$ cat config.mk
export PLATFORM = sky130hd
export DESIGN_NAME = cnn_window_gen_flat
export DESIGN_NICKNAME = d
export VERILOG_FILES = /design/src/rtl/cnn_window_gen_if.sv /design/src/rtl/cnn_window_gen.sv /design/src/flat_wrapper.sv
export SDC_FILE = /design/constraint.sdc
export NUM_CORES = 1
export LEC_CHECK = 0
export ABC_AREA = 1
export ABC_CLOCK_PERIOD_IN_PS = 3350
export CORE_AREA = 2 2 248 250
export DETAILED_ROUTE_END_ITERATION = 10
export DIE_AREA = 0 0 250 252
export HOLD_SLACK_MARGIN = 0.05
export PLACE_DENSITY_LB_ADDON = 0.08
export RECOVER_POWER = 100
export SYNTH_ARGS = -nofsm -noshare
export SYNTH_HDL_FRONTEND = slang
export SYNTH_SLANG_ARGS = --single-unit
$ cat constraint.sdc
create_clock -name clk_i -period 3.35 [get_ports clk_i]
set_input_delay 0.5025 -clock clk_i [delete_from_list [all_inputs] [get_ports clk_i]]
set_output_delay 0.5025 -clock clk_i [all_outputs]
set_load 0.01 [all_outputs]
$ cat src/rtl/cnn_window_gen_if.sv
// Pixel-in / window-out handshake bundle for the 3x3 window generator.
// master = pixel source and window consumer side, slave = window generator.
interface cnn_window_gen_if #(
  parameter int DATA_WIDTH = 8
);
  logic signed [DATA_WIDTH-1:0] pix_i;
  logic                         pix_valid_i;
  logic                         pix_ready_o;
  logic signed [DATA_WIDTH-1:0] window_o [0:8];
  logic                         win_valid_o;
  logic                         win_ready_i;
  logic                         win_last_o;

  modport master (
    output pix_i, pix_valid_i, win_ready_i,
    input  pix_ready_o, window_o, win_valid_o, win_last_o
  );

  modport slave (
    input  pix_i, pix_valid_i, win_ready_i,
    output pix_ready_o, window_o, win_valid_o, win_last_o
  );
endinterface

$ cat src/rtl/cnn_window_gen.sv
// Streaming 3x3 valid-padding window generator: raster pixels in, one registered window per position out.
// Window appears 1 cycle after its bottom-right pixel; a held window stalls pixel intake and all state.
module cnn_window_gen #(
  parameter int DATA_WIDTH = 8,
  parameter int IMG_W      = 28,
  parameter int IMG_H      = 28
) (
  input  logic               clk_i,
  input  logic               rst_ni,
  cnn_window_gen_if.slave    win_if
);

  localparam int CW = $clog2(IMG_W);
  localparam int RW = $clog2(IMG_H);
  localparam logic [CW-1:0] COL_LAST = CW'(IMG_W - 1);
  localparam logic [RW-1:0] ROW_LAST = RW'(IMG_H - 1);

  logic [CW-1:0]                col_q;
  logic [RW-1:0]                row_q;
  logic signed [DATA_WIDTH-1:0] lb1_q   [0:IMG_W-1];
  logic signed [DATA_WIDTH-1:0] lb2_q   [0:IMG_W-1];
  logic signed [DATA_WIDTH-1:0] sr_q    [0:8];
  logic signed [DATA_WIDTH-1:0] sr_nxt  [0:8];
  logic signed [DATA_WIDTH-1:0] out_q   [0:8];
  logic                         valid_q;
  logic                         last_q;
  logic                         acc;
  logic                         emit;

  assign win_if.pix_ready_o = !valid_q || win_if.win_ready_i;
  assign win_if.win_valid_o = valid_q;
  assign win_if.win_last_o  = last_q;
  assign win_if.window_o    = out_q;

  assign acc  = win_if.pix_valid_i && win_if.pix_ready_o;
  assign emit = acc && (row_q >= RW'(2)) && (col_q >= CW'(2));

  // Shift every row left and append the column {r-2, r-1, current} at the right.
  always_comb begin
    for (int r = 0; r < 3; r++) begin
      sr_nxt[r*3+0] = sr_q[r*3+1];
      sr_nxt[r*3+1] = sr_q[r*3+2];
    end
    sr_nxt[2] = lb2_q[col_q];
    sr_nxt[5] = lb1_q[col_q];
    sr_nxt[8] = win_if.pix_i;
  end

  always_ff @(posedge clk_i or negedge rst_ni) begin
    if (!rst_ni) begin
      col_q   <= '0;
      row_q   <= '0;
      valid_q <= 1'b0;
      last_q  <= 1'b0;
      for (int i = 0; i < IMG_W; i++) begin
        lb1_q[i] <= '0;
        lb2_q[i] <= '0;
      end
      for (int i = 0; i < 9; i++) begin
        sr_q[i]  <= '0;
        out_q[i] <= '0;
      end
    end else begin
      if (acc) begin
        if (col_q == COL_LAST) begin
          col_q <= '0;
          row_q <= (row_q == ROW_LAST) ? '0 : row_q + 1'b1;
        end else begin
          col_q <= col_q + 1'b1;
        end
        lb2_q[col_q] <= lb1_q[col_q];
        lb1_q[col_q] <= win_if.pix_i;
        sr_q         <= sr_nxt;
      end

      // A fresh emit overrides the consume so back-to-back windows keep valid high.
      if (emit) begin
        out_q   <= sr_nxt;
        valid_q <= 1'b1;
        last_q  <= (row_q == ROW_LAST) && (col_q == COL_LAST);
      end else if (valid_q && win_if.win_ready_i) begin
        valid_q <= 1'b0;
        last_q  <= 1'b0;
      end
    end
  end

endmodule

$ cat src/flat_wrapper.sv
// flat-port wrapper written by rule: the top's interface ports become plain ports
module cnn_window_gen_flat 
#(
  parameter int DATA_WIDTH = 8,
  parameter int IMG_W      = 28,
  parameter int IMG_H      = 28
)
  (clk_i, rst_ni, win_if_pix_i, win_if_pix_valid_i, win_if_win_ready_i, win_if_pix_ready_o, win_if_window_o, win_if_win_valid_o, win_if_win_last_o);
  cnn_window_gen_if #(.DATA_WIDTH(DATA_WIDTH)) win_if_i ();
  input  logic clk_i;
  input  logic rst_ni;
  input wire logic [$bits(win_if_i.pix_i)-1:0] win_if_pix_i;
  input wire logic [$bits(win_if_i.pix_valid_i)-1:0] win_if_pix_valid_i;
  input wire logic [$bits(win_if_i.win_ready_i)-1:0] win_if_win_ready_i;
  output wire logic [$bits(win_if_i.pix_ready_o)-1:0] win_if_pix_ready_o;
  output wire logic [$bits(win_if_i.window_o)-1:0] win_if_window_o;
  output wire logic [$bits(win_if_i.win_valid_o)-1:0] win_if_win_valid_o;
  output wire logic [$bits(win_if_i.win_last_o)-1:0] win_if_win_last_o;
  assign win_if_i.pix_i = win_if_pix_i;
  assign win_if_i.pix_valid_i = win_if_pix_valid_i;
  assign win_if_i.win_ready_i = win_if_win_ready_i;
  assign win_if_pix_ready_o = win_if_i.pix_ready_o;
  assign win_if_window_o = {>>{win_if_i.window_o}};
  assign win_if_win_valid_o = win_if_i.win_valid_o;
  assign win_if_win_last_o = win_if_i.win_last_o;
  cnn_window_gen #(.DATA_WIDTH(DATA_WIDTH), .IMG_W(IMG_W), .IMG_H(IMG_H)) u_core (.clk_i(clk_i), .rst_ni(rst_ni), .win_if(win_if_i));
endmodule
==> run summary, run 1 <==
Final worst-path cycle share: 91.8%
Vias in the first global route: 22287
Synth warn: 0
Fmax: 0.325 GHz
Worst-path clk slew: 0.06 ns
Post-Syn Area: 26900 um^2
Global Route met2 Usage: 43.4%
R2r startpoint: u_core.col_q[3]
Die W: 250 um
Hold endpoint: u_core.win_if.window_o[71]
Grt met1 use: 40.6%
Synth top area share: 53.9%
Post CTS Setup Buffer Count: 0
Via density: 5.29
Worst setup EP type: register
Max-Slew Margin vs Limit: -44.4%
Filler Cell Count: 5760
Starting Density: 44.8%
Post-CTS Resized: 0
Hold_ws: 0.469 ns
Cell Chain, Critical Path: inv_1 > nand2_2 > nor2_2 > clkbuf_1 > nand2_1 > nand2_1 > inv_1 > nand3_1 > clkbuf_1 > nand2_1 > nand2_1
GR Overflow Total: 0
Worst hold path depth: 2
Max Cap Viol: 1
Syn-to-layout area delta: 14.5%
Layout cells sized above 1: 6.31%
IR Drop Worst-Case VDD: 472 uV
Clock Path Buffers: 3
Mapped Cells: 3507
TritonCTS clock tree: built
Area of the multi-input gates: 10100 um^2
Static Leak: 15.8 nW
Hold Violations, Final: 0
Final wirelength: 87.2 mm
DR vias: 23233
Sequential cell area: 14500 um^2
H-tree Lvls: 3
Slew Limit Fails: 66
Antenna-violating nets left: 0
Initial drt markers: 2292
FF-to-FF End: u_core.lb2_q[23]
Gr busiest metal: met2
Num Clock Sinks: 580
CP Data Arrival Time: 3.63 ns
Pre-CTS setup slack: 0.468 ns
Port Buf Inserts: 86
Top cell type by total area after synthesis: dfrtp_1
Core Footprint: 60100 um^2
Fin crit period: 3.08 ns
Util after Layout: 51.2%
Worst setup margin: 0.275 ns
Syn nets: 3525
Slowest cell on crit path: nor2_2
Io pins: 87
Sequential cell area fraction in the yosys report: 53.9%
Critical Path RT: 3.90 ns
Top cell by count, worst path: nand2_1
Root Driver: clkbuf_16
Number of clock buffers inserted by TritonCTS: 68
Skew-Pair Late Insertion Delay: 0.62 ns
Post-route DRC violation count: 0
Final Setup Violations: 0
Largest net degree at the start of global routing: 108
Met3 global-route usage: 4.04%
Worst path bufs/invs: 4
Final Power: 28.9 mW
Worst hold path class: reg -> reg
Run status: finished with violations
All-Layer GR Usage: 28.1%
DP Wirelength: 55.9 mm
Flop-to-flop setup slack: 0.27 ns
Fin Clk Skew: 0.0294 ns
Worst setup SP type: register
Initial antenna violation count: 1
Net count reported at finish: 3581
# rows: 90
Die ar.: 63000 um^2
GP Congestion: 0.896
Power per cell area: 939 nW/um^2
Area contributors post-synth: dfrtp_1 54%, nand2_1 22%, o21ai_0 7.1%
Yosys reg bits: 580
TNS Setup: 0 ns
Drt wl/cell: 19.8 um
Initial DRT Pass Iterations: 6
First-pass GRT wire length: 136 mm
RSZ-0062 raised after global routing: no
CP Max Fanout: 11
Max stage delay on crit path: 0.54 ns
Diode count: 0
Failing checks: max-capacitance violations, max-slew violations
Unique cell type count in the Yosys netlist: 30
Tightest Pin Transition: 2.17 ns
Crit path max-delay family: simple AND/OR/NAND/NOR gates
Worst r2r path cells: 11
Critical path class: reg -> reg
Die Ht: 252 um
Syn_area_per_cell: 7.68 um^2
Hold path start: u_core.win_if.window_o[71]
flip-flops by register name, indices dropped and copies added, names as in the netlist:
signal                     cells
u_core.lb2_q                 224
u_core.row_q                   5
u_core.sr_nxt                 48
u_core.win_if.win_last_o       1
u_core.win_if.window_o        72
u_core.win_if.win_valid_o      1
u_core.lb1_q                 224
u_core.col_q                   5
timing repair:
item	in CTS	in global routing
endpoints found under the setup margin	0	0
hold buffers	1	0
endpoints found under the hold margin	61	0
how the worst max path moves through the flow:
| stage | startpoint | to | slack (ns) | depth (start not counted) |
|---|---|---|---|---|
| after floorplan | u_core.col_q[0] | u_core.lb1_q[45] | 0.98 | 11 |
| after global placement | win_if_win_ready_i | u_core.lb2_q[149] | 0.50 | 11 |
| after detailed placement | win_if_win_ready_i | u_core.lb2_q[151] | 0.47 | 11 |
| after CTS | u_core.col_q[1] | u_core.lb2_q[191] | 0.56 | 12 |
| after global routing | u_core.col_q[3] | u_core.lb2_q[15] | 0.22 | 11 |
| final | u_core.col_q[3] | u_core.lb2_q[23] | 0.27 | 11 |
Yosys cell counts (all sizes together):
| library cell | n |
|---|---|
| clkbuf | 55 |
| o31ai | 1 |
| nor3 | 4 |
| nand3 | 149 |
| dfrtp | 580 |
| buf | 159 |
| o211ai | 34 |
| o21ai | 406 |
| a31oi | 4 |
| inv | 286 |
| nor3b | 2 |
| nand2 | 1557 |
| clkinv | 3 |
| a21oi | 22 |
| nor2 | 234 |
| nand4 | 1 |
| o22ai | 4 |
| ha | 6 |
layer usage:
| layer | vias up | wire, um |
|---|---|---|
| met1 | 11255 | 38900 |
| met4 | 0 | 2790 |
| li1 | 10923 | - |
| met3 | 145 | 6450 |
| met2 | 910 | 39000 |
| met5 | - | 0 |
power breakdown:
part	internal, mW	switching [mW]	leakage [nW]
Combinational	3.35	7.89	7.47
Clock	4.52	3.05	1.11
Sequential	9.07	1.05	7.23
Total	16.9	12.0	15.8
placed cells by master, fill, tap and decap left out, types with 5 or more instances in the layout:
master | netlist | routed
nand2_1 | 1550 | 1554
o21ai_0 | 381 | 399
nor2_4 | 16 | 11
o211ai_1 | 34 | 34
buf_12 | 0 | 18
nand3_1 | 148 | 148
clkinv_2 | 0 | 10
dlygate4sd3_1 | 0 | 76
buf_4 | 27 | 59
clkbuf_2 | 2 | 6
clkdlybuf4s50_1 | 0 | 10
inv_2 | 26 | 16
inv_1 | 260 | 268
bufinv_16 | 0 | 5
nor2_1 | 206 | 221
clkbuf_1 | 53 | 44
clkbuf_8 | 0 | 13
clkbuf_16 | 0 | 70
o21ai_1 | 25 | 7
ha_1 | 6 | 6
dfrtp_1 | 580 | 578
a21oi_1 | 22 | 22
layout make-up:
class / count / area share (%)
tap: 782 / 3.17
sequential: 580 / 47.1
multi-input combinational: 2424 / 32.9
clock inverter: 21 / 0.849
timing repair buffer: 200 / 5.92
clock buffer: 100 / 6.47
inverter: 289 / 3.53
stage by stage:
step,std cells,area (um^2)
finish,4396,30800
CTS,4396,31100
floorplan,3507,26900
detailed placement,4274,28800
global route,4396,30800
global placement,4274,28800
kinds of logic (layout without fill, tap and decap cells):
group / count (synthesis) / after routing / share of synthesized area [%]
AOI/OAI and AO/OA: 471 / 471 / 9.12
adders and majority gates: 6 / 6 / 0.279
buffers and inverters: 503 / 610 / 8.09
DFF: 580 / 580 / 53.9
and+or+nand+nor: 1947 / 1947 / 28.6
worst min-delay path: cells and delay by family (launching register included):
family	cells	cell delay, ns
AND/OR/NAND/NOR	2	0.10
flip-flops	1	0.33
Note: power is estimated with default switching activity, not from simulation.
==> run 2: changes to the inputs <==
CAP_MARGIN = 20   (was default)
GPL_ROUTABILITY_DRIVEN = 0   (was default)
SLEW_MARGIN = 20   (was default)
==> results of run 2 <==
Final layout, timing and power as in run 1 (identical DEF).
